**config.mk**
```make
export PLATFORM = sky130hd
export DESIGN_NAME = vga_interface
export DESIGN_NICKNAME = d
export VERILOG_FILES = /design/src/rtl/vga_interface_pkg.sv /design/src/rtl/generic_counter.sv /design/src/rtl/vga_interface.sv
export SDC_FILE = /design/constraint.sdc
export NUM_CORES = 1
export LEC_CHECK = 0
export CAP_MARGIN = 5
export CORE_ASPECT_RATIO = 0.75
export CORE_UTILIZATION = 46
export CTS_CLUSTER_SIZE = 10
export DETAILED_ROUTE_END_ITERATION = 10
export GPL_TIMING_DRIVEN = 0
export PLACE_DENSITY = 0.79
export SYNTH_ARGS = -nofsm -noshare
export SYNTH_HDL_FRONTEND = slang
export SYNTH_SLANG_ARGS = --single-unit
```
**constraint.sdc**
```tcl
create_clock -name i_clk -period 1.9 [get_ports i_clk]
set_clock_uncertainty 0.05 [all_clocks]
set_input_delay 0.475 -clock i_clk [delete_from_list [all_inputs] [get_ports i_clk]]
set_output_delay 0.475 -clock i_clk [all_outputs]
set_load 0.03 [all_outputs]
```
**src/rtl/vga_interface_pkg.sv**
```systemverilog
// Shared VGA timing defaults, counter width and pipeline record for vga_interface.
// Sync windows are inclusive [lo, hi] bounds on the 10-bit h/v counters.
package vga_interface_pkg;

  localparam int CNT_W = 10;

  localparam int PIX_DIV_DEF = 4;
  localparam int H_VIS_DEF   = 640;
  localparam int H_FP_DEF    = 16;
  localparam int H_SYNC_DEF  = 96;
  localparam int H_BP_DEF    = 48;
  localparam int V_VIS_DEF   = 480;
  localparam int V_FP_DEF    = 10;
  localparam int V_SYNC_DEF  = 2;
  localparam int V_BP_DEF    = 33;

  localparam int H_TOT_DEF = H_VIS_DEF + H_FP_DEF + H_SYNC_DEF + H_BP_DEF;
  localparam int V_TOT_DEF = V_VIS_DEF + V_FP_DEF + V_SYNC_DEF + V_BP_DEF;

  localparam int HS_LO_DEF = H_VIS_DEF + H_FP_DEF;
  localparam int HS_HI_DEF = HS_LO_DEF + H_SYNC_DEF - 1;
  localparam int VS_LO_DEF = V_VIS_DEF + V_FP_DEF;
  localparam int VS_HI_DEF = VS_LO_DEF + V_SYNC_DEF - 1;

  typedef struct packed {
    logic             vis;
    logic [CNT_W-1:0] h;
    logic [CNT_W-1:0] v;
  } stage0_t;

  function automatic logic in_window(input logic [CNT_W-1:0] cnt,
                                     input logic [CNT_W-1:0] lo,
                                     input logic [CNT_W-1:0] hi);
    return (cnt >= lo) && (cnt <= hi);
  endfunction

endpackage

```
**src/rtl/generic_counter.sv**
```systemverilog
// Free-running modulo counter; o_trig is a 1-cycle pulse on the terminal count.
// Used as the pixel-enable divider in vga_interface.
module generic_counter #(
  parameter int COUNTER_WIDTH = 2,
  parameter int COUNTER_MAX   = 3
) (
  input  logic i_clk,
  input  logic i_reset,
  input  logic i_enable,
  output logic o_trig
);

  localparam logic [COUNTER_WIDTH-1:0] MAX_C = COUNTER_WIDTH'(COUNTER_MAX);

  logic [COUNTER_WIDTH-1:0] r_count;

  always_ff @(posedge i_clk) begin
    if (i_reset) begin
      r_count <= '0;
    end else if (i_enable) begin
      r_count <= (r_count == MAX_C) ? '0 : r_count + 1'b1;
    end
  end

  assign o_trig = i_enable && (r_count == MAX_C);

endmodule

```
**src/rtl/vga_interface.sv**
```systemverilog
// VGA timing generator: h/v counters, registered pixel address (stage 0), and
// registered colour/sync outputs one pixel later (stage 1) so all pins stay aligned.
module vga_interface
  import vga_interface_pkg::*;
#(
  parameter int PIX_DIV = PIX_DIV_DEF,
  parameter int H_VIS   = H_VIS_DEF,
  parameter int H_FP    = H_FP_DEF,
  parameter int H_SYNC  = H_SYNC_DEF,
  parameter int H_BP    = H_BP_DEF,
  parameter int V_VIS   = V_VIS_DEF,
  parameter int V_FP    = V_FP_DEF,
  parameter int V_SYNC  = V_SYNC_DEF,
  parameter int V_BP    = V_BP_DEF
) (
  input  logic        i_clk,
  input  logic        i_reset,
  input  logic [11:0] i_colour_in,
  output logic [9:0]  o_addrh,
  output logic [8:0]  o_addrv,
  output logic [11:0] o_colour_out,
  output logic        o_hs,
  output logic        o_vs,
  output logic        o_frame_start
);

  localparam int H_TOT = H_VIS + H_FP + H_SYNC + H_BP;
  localparam int V_TOT = V_VIS + V_FP + V_SYNC + V_BP;
  localparam int DIV_W = ($clog2(PIX_DIV) < 2) ? 2 : $clog2(PIX_DIV);

  localparam logic [CNT_W-1:0] H_LAST  = CNT_W'(H_TOT - 1);
  localparam logic [CNT_W-1:0] V_LAST  = CNT_W'(V_TOT - 1);
  localparam logic [CNT_W-1:0] H_VIS_C = CNT_W'(H_VIS);
  localparam logic [CNT_W-1:0] V_VIS_C = CNT_W'(V_VIS);
  localparam logic [CNT_W-1:0] HS_LO   = CNT_W'(H_VIS + H_FP);
  localparam logic [CNT_W-1:0] HS_HI   = CNT_W'(H_VIS + H_FP + H_SYNC - 1);
  localparam logic [CNT_W-1:0] VS_LO   = CNT_W'(V_VIS + V_FP);
  localparam logic [CNT_W-1:0] VS_HI   = CNT_W'(V_VIS + V_FP + V_SYNC - 1);

  logic             w_pix_en;
  logic             w_h_last;
  logic             w_v_last;
  logic             w_vis;
  logic [CNT_W-1:0] r_h_cnt;
  logic [CNT_W-1:0] r_v_cnt;
  stage0_t          r_s0;
  logic [9:0]       r_addrh;
  logic [8:0]       r_addrv;
  logic [11:0]      r_colour;
  logic             r_hs;
  logic             r_vs;
  logic             r_frame_start;

  generic_counter #(
    .COUNTER_WIDTH(DIV_W),
    .COUNTER_MAX  (PIX_DIV - 1)
  ) u_pix_div (
    .i_clk   (i_clk),
    .i_reset (i_reset),
    .i_enable(1'b1),
    .o_trig  (w_pix_en)
  );

  assign w_h_last = (r_h_cnt == H_LAST);
  assign w_v_last = (r_v_cnt == V_LAST);
  assign w_vis    = (r_h_cnt < H_VIS_C) && (r_v_cnt < V_VIS_C);

  always_ff @(posedge i_clk) begin
    if (i_reset) begin
      r_h_cnt <= '0;
      r_v_cnt <= '0;
    end else if (w_pix_en) begin
      if (w_h_last) begin
        r_h_cnt <= '0;
        r_v_cnt <= w_v_last ? '0 : r_v_cnt + 10'd1;
      end else begin
        r_h_cnt <= r_h_cnt + 10'd1;
      end
    end
  end

  // Stage 0: address to the renderer, plus copies for stage 1.
  always_ff @(posedge i_clk) begin
    if (i_reset) begin
      r_addrh <= '0;
      r_addrv <= '0;
      r_s0    <= '0;
    end else if (w_pix_en) begin
      r_addrh <= w_vis ? r_h_cnt : 10'd0;
      r_addrv <= w_vis ? r_v_cnt[8:0] : 9'd0;
      r_s0    <= '{vis: w_vis, h: r_h_cnt, v: r_v_cnt};
    end
  end

  // Stage 1: renderer colour has had PIX_DIV-1 cycles to settle.
  always_ff @(posedge i_clk) begin
    if (i_reset) begin
      r_colour <= '0;
      r_hs     <= 1'b1;
      r_vs     <= 1'b1;
    end else if (w_pix_en) begin
      r_colour <= r_s0.vis ? i_colour_in : 12'd0;
      r_hs     <= ~in_window(r_s0.h, HS_LO, HS_HI);
      r_vs     <= ~in_window(r_s0.v, VS_LO, VS_HI);
    end
  end

  always_ff @(posedge i_clk) begin
    if (i_reset) begin
      r_frame_start <= 1'b0;
    end else begin
      r_frame_start <= w_pix_en && w_h_last && w_v_last;
    end
  end

  assign o_addrh       = r_addrh;
  assign o_addrv       = r_addrv;
  assign o_colour_out  = r_colour;
  assign o_hs          = r_hs;
  assign o_vs          = r_vs;
  assign o_frame_start = r_frame_start;

endmodule

```
Word-level counts from Yosys, hierarchy flattened. Cells that the tools add are included. W data, S select, Z words.

Reductions and logical operators: 7. Mux-type cells: 5. Shifts and indexed selects: 0. $mul: 0. Add/subtract/negate cells: 3. $lt $le $gt $ge: 6. Bitwise logic cells: 2. Equality and inequality tests: 3. Div/mod/pow operators: 0.

Operators by type and width (count): $mux W10 (3); $add A10 B1 Y10 const B (2); $eq A10 B10 Y1 const B (2); $mux W12 (1); $ge A10 B10 Y1 const B (1); $ge A10 B9 Y1 const B (1); $le A10 B10 Y1 const B (1); $le A10 B9 Y1 const B (1); $lt A10 B10 Y1 const B (1); $lt A10 B9 Y1 const B (1); $mux W9 (1); $logic_and A1 B1 Y1 (5); $add A2 B1 Y2 const B (1); $eq A2 B2 Y1 const B (1); $not A1 Y1 (2); $reduce_and A2 Y1 (1); $reduce_or A2 Y1 (1).

Flip-flop bits (word level): 77. Bits in read-only memories: 0. Bits in latches: 0. Bits in writable memories: 0. Logic and storage cells: 38. Output and inout bits: 34. Input port bits: 14. Memories: 0.

Logic depth before layout (Yosys ltp).
Depth after elaboration: 3. Depth in mapped cells: 7. Mapped depth without buffers: 6.

Modules after synthesis. A second synthesis with hierarchy kept.

Cells, all modules: 316. Area total of the unflattened synthesis: 2768.9 um^2.

Modules (own cells, without submodules): vga_interface (area an instance 2676.3 um^2, seq. area each 1401.3 um^2, cells an instance 307, times used 1); generic_counter (area an instance 92.6 um^2, seq. area each 40.0 um^2, cells an instance 9, times used 1).

Least setup slack after synthesis. Ideal clock, no wire load.

Path kind: register to register. Start: reg r_h_cnt[0]. End: reg r_v_cnt[8]. Path slack: -0.188 ns. Library setup time: 0.070 ns. Period minus slack after synthesis: 2.088 ns. Cell stages (with the launch flop): 7. Path buffers: 1. Arrival time: 1.968 ns. Path through: dfxtp_1 -> ha_1 -> nand3_1 -> or4_1 -> buf_2 -> or4_1 -> a21oi_1.

Word-level cells in the longest chain between the ends: 2.

Ends and longest elaborated chain: start, declared (line vga_interface.sv:44) `logic [CNT_W-1:0] r_h_cnt;`; start signal, assigned (line vga_interface.sv:77) `r_h_cnt <= r_h_cnt + 10'd1;`; $eq A10 B10 Y1 (line vga_interface.sv:64) `assign w_h_last = (r_h_cnt == H_LAST);`; $reduce_and A2 Y1 (no source line); end signal, assigned (line vga_interface.sv:75) `r_v_cnt <= w_v_last ? '0 : r_v_cnt + 10'd1;`; end, declared (line vga_interface.sv:45) `logic [CNT_W-1:0] r_v_cnt;`.

Every way passes these cells. A chain may end at the register's enable or synchronous reset.

Worst setup path after layout.
Start: reg r_h_cnt[6]. End: reg r_v_cnt[9].

The elaborated chain is that of the path after synthesis.

==> results.cfg <==
[floorplan]
start_util_pct = 47.5
die_x_um = 91.4
ios = 48
row_count = 24
core_um2 = 5800
die_h_um = 69.0
die_area_um2 = 6310

[final_layout]
antennaDiodeCount = 0
syn2layout_area_growth_pct = 37.8
final_common_cell = dfxtp_1
nNetsFinal = 360
fin_cells = 425
fillers = 466
most-common-layout-cells = 59 x dfxtp_1, 30 x nor2_1, 28 x a22o_1, 19 x dlygate4sd2_1, 17 x mux2i_1
drive_gt1_share_pct = 20.5

[worst_setup_path]
critical_path_class = reg2reg
crit_arrival_ps = 2230
r2r_setup_slack_ps = -100
critPathMaxStageDelay_ps = 590
r2r-start = r_h_cnt[6]
slowest_stage = or4_4
reg2reg_depth = 4
cp_max_fo = 6
cp_data_required_time_ps = 2140
endpoint_kind = flop
path_cells = nand4bb_4, or4_4, or4_1, a21oi_2
start_kind = flop
rr_endpoint = r_v_cnt[9]

[placed_design]
port_buffers = 47
gp_congestion = 0.836
placedCellCount = 400
hpwl_um = 4250

[sta]
rsz0062_at_grt = yes
period_share_pct = 105
whs_ps = 389
tightestPinTransition_ps = 486
hold_viol = 0
fin_ws_ps = -95.9
drv_slew = 0
final-setup-viol-count = 5
relSlewSlack_pct = 67.6
final.min_clock_period_ps = 2000
max_freq_mhz = 501

[synthesis]
ys.flop_type = dfxtp_1
synthArstFlopShare_pct = 0
avgSynthCellArea_um2 = 10.0
syn-num-nets = 293
ys_seq_area_share_pct = 52.3
netlist_area_um2 = 2760
ys_ff_latch = 72
yosysWarningCount = 0
synth_top_area_share_pct = 52.3
synth_edf_count = 0
synth_cell_types = 39
yosys.area.top_type = dfxtp_1
synth_area_leaders = dfxtp_1 52%, a22o_1 8.9%, mux2i_1 6.2%
syn-instance-count = 275

[global_route]
grt_pass1_wl_um = 10700
grt-ovfl-total = 0
grt_usage_pct = 21.7
grt_pass1_vias = 2283
antenna_found_initial = 0
grt_max_degree = 14

[clocking]
root_buffer = clkbuf_8
cts_tree = built
path_clk_slew_ps = 80
worstSkewPairLatency_ps = 350
clockBufferDepth = 2
clock-sinks = 72
cts_hold_buf = 0
htree_levels = 3
cts_inserted_buffers = 9

[routing]
via_per_inst = 5.41
wl_um = 6450
drc = 0
vias = 2301
routedWlPerCell_um = 15.2
first_pass_iters = 4
drtAntennaViolNets = 0
initialDrtViolationCount = 106

[power]
clock_power_share_pct = 44.9
comb_power_share_pct = 4.6
pwr-share-seq_pct = 50.5
power.switching_uw = 660
cellLeakagePower_uw = 0.00167
p_sw_share_pct = 21.9
p_per_area_nw_per_um2 = 795
ir_drop_uv = 574
p_int_uw = 2360

[status]
violations = setup timing
outcome = finished with violations

[run]
maxCapViolCount = 0

[min_path]
hold_end = u_pix_div.r_count[0]
hold_path_depth = 1
min_from = u_pix_div.r_count[0]
holdCritPathClass = reg2reg
synth_stat cells (4+ instances only):
master / number
ha_1: 4
xnor2_1: 8
a22o_1: 28
mux2i_1: 17
nor3_1: 9
a21oi_1: 13
nand2_1: 5
nor4_1: 4
clkbuf_1: 14
nor2_1: 30
and3b_1: 4
dfxtp_1: 72
nand3_1: 10
inv_1: 7
nand2b_1: 6
or4_1: 4
nand4_1: 5
metrics by stage:
step	area [um^2]	setup WS, ps	util [%]	setup TNS [ps]	total power [uW]
after floorplan	2810	-67.8	-	-148	1630
after CTS	3680	-163	63.5	-1150	3050
after global placement	3380	-252	58.4	-8310	1680
after detailed placement	3380	-236	58.4	-9320	1690
final	3800	-95.9	65.5	-285	3020
after global routing	3800	-171	65.5	-605	3140
worst max-delay path by stage:
stage | start | to | slack, ps | cells past startpoint
floorplan | u_pix_div.r_count[0] | r_v_cnt[8] | -70 | 7
CTS | u_pix_div.r_count[0] | r_v_cnt[8] | -160 | 7
detailed placement | i_reset | o_frame_start | -240 | 4
global route | r_h_cnt[0] | r_v_cnt[8] | -170 | 5
finish | r_h_cnt[6] | r_v_cnt[9] | -100 | 4
global placement | i_reset | o_frame_start | -250 | 4
repair_timing:
item / in CTS / in global routing
endpoints found under the setup margin: 46 / 46
gates resized for setup: 33 / 39
setup buffers: 6 / 8
pin swaps: 11 / 7
registers in the layout (all words and copies together), names as in the netlist:
signal,flops
o_addrh,10
o_addrv,9
o_colour_out,12
o_frame_start,1
o_hs,1
o_vs,1
r_h_cnt,10
r_s0,16
r_v_cnt,10
u_pix_div.r_count,2
metal layers:
| metal | wire length (um) | up-vias | GRT usage, % |
|---|---|---|---|
| li1 | - | 1124 | - |
| met1 | 3010 | 1080 | 28.4 |
| met2 | 2870 | 81 | 32.3 |
| met3 | 452 | 16 | 8.39 |
| met4 | 129 | 0 | 8.82 |
| met5 | 0 | - | 0 |
cells by family (layout without fill, tap and decap cells):
family	Yosys count	after routing	synth area share, %
mux	17	17	6.18
fa+ha+maj	4	4	1.82
flops	72	72	52.3
compound gates	49	49	13.2
xor+xnor	10	10	3.18
buf+inv	28	100	4.09
simple gates	95	95	19.2
area by class of cell:
class / count / area [um^2] / area share [%]
flip-flops and latches: 72 / 1470 / 38.7
inverters: 7 / 26.3 / 0.692
clock buffers: 10 / 138 / 3.63
clock inverters: 6 / 90.1 / 2.37
repair buffers: 61 / 587 / 15.5
well taps: 78 / 97.6 / 2.57
plain buffers: 16 / 81.3 / 2.14
multi-input cells: 175 / 1310 / 34.5
critical path, delay by kind of cell, from the launching register on:
family	cells	cell delay [ps]
compound gates	1	140
simple gates	3	1370
flops	1	370
power groups by stage:
stage	Sequential, uW	Clock [uW]	Combinational, uW
final	1520	1360	139
after CTS	1530	1390	135
after global routing	1520	1460	153
after global placement	1560	0	127
after detailed placement	1560	0	129
after floorplan	1560	0	74.7
No activity file was read; power rests on OpenSTA's default activity.
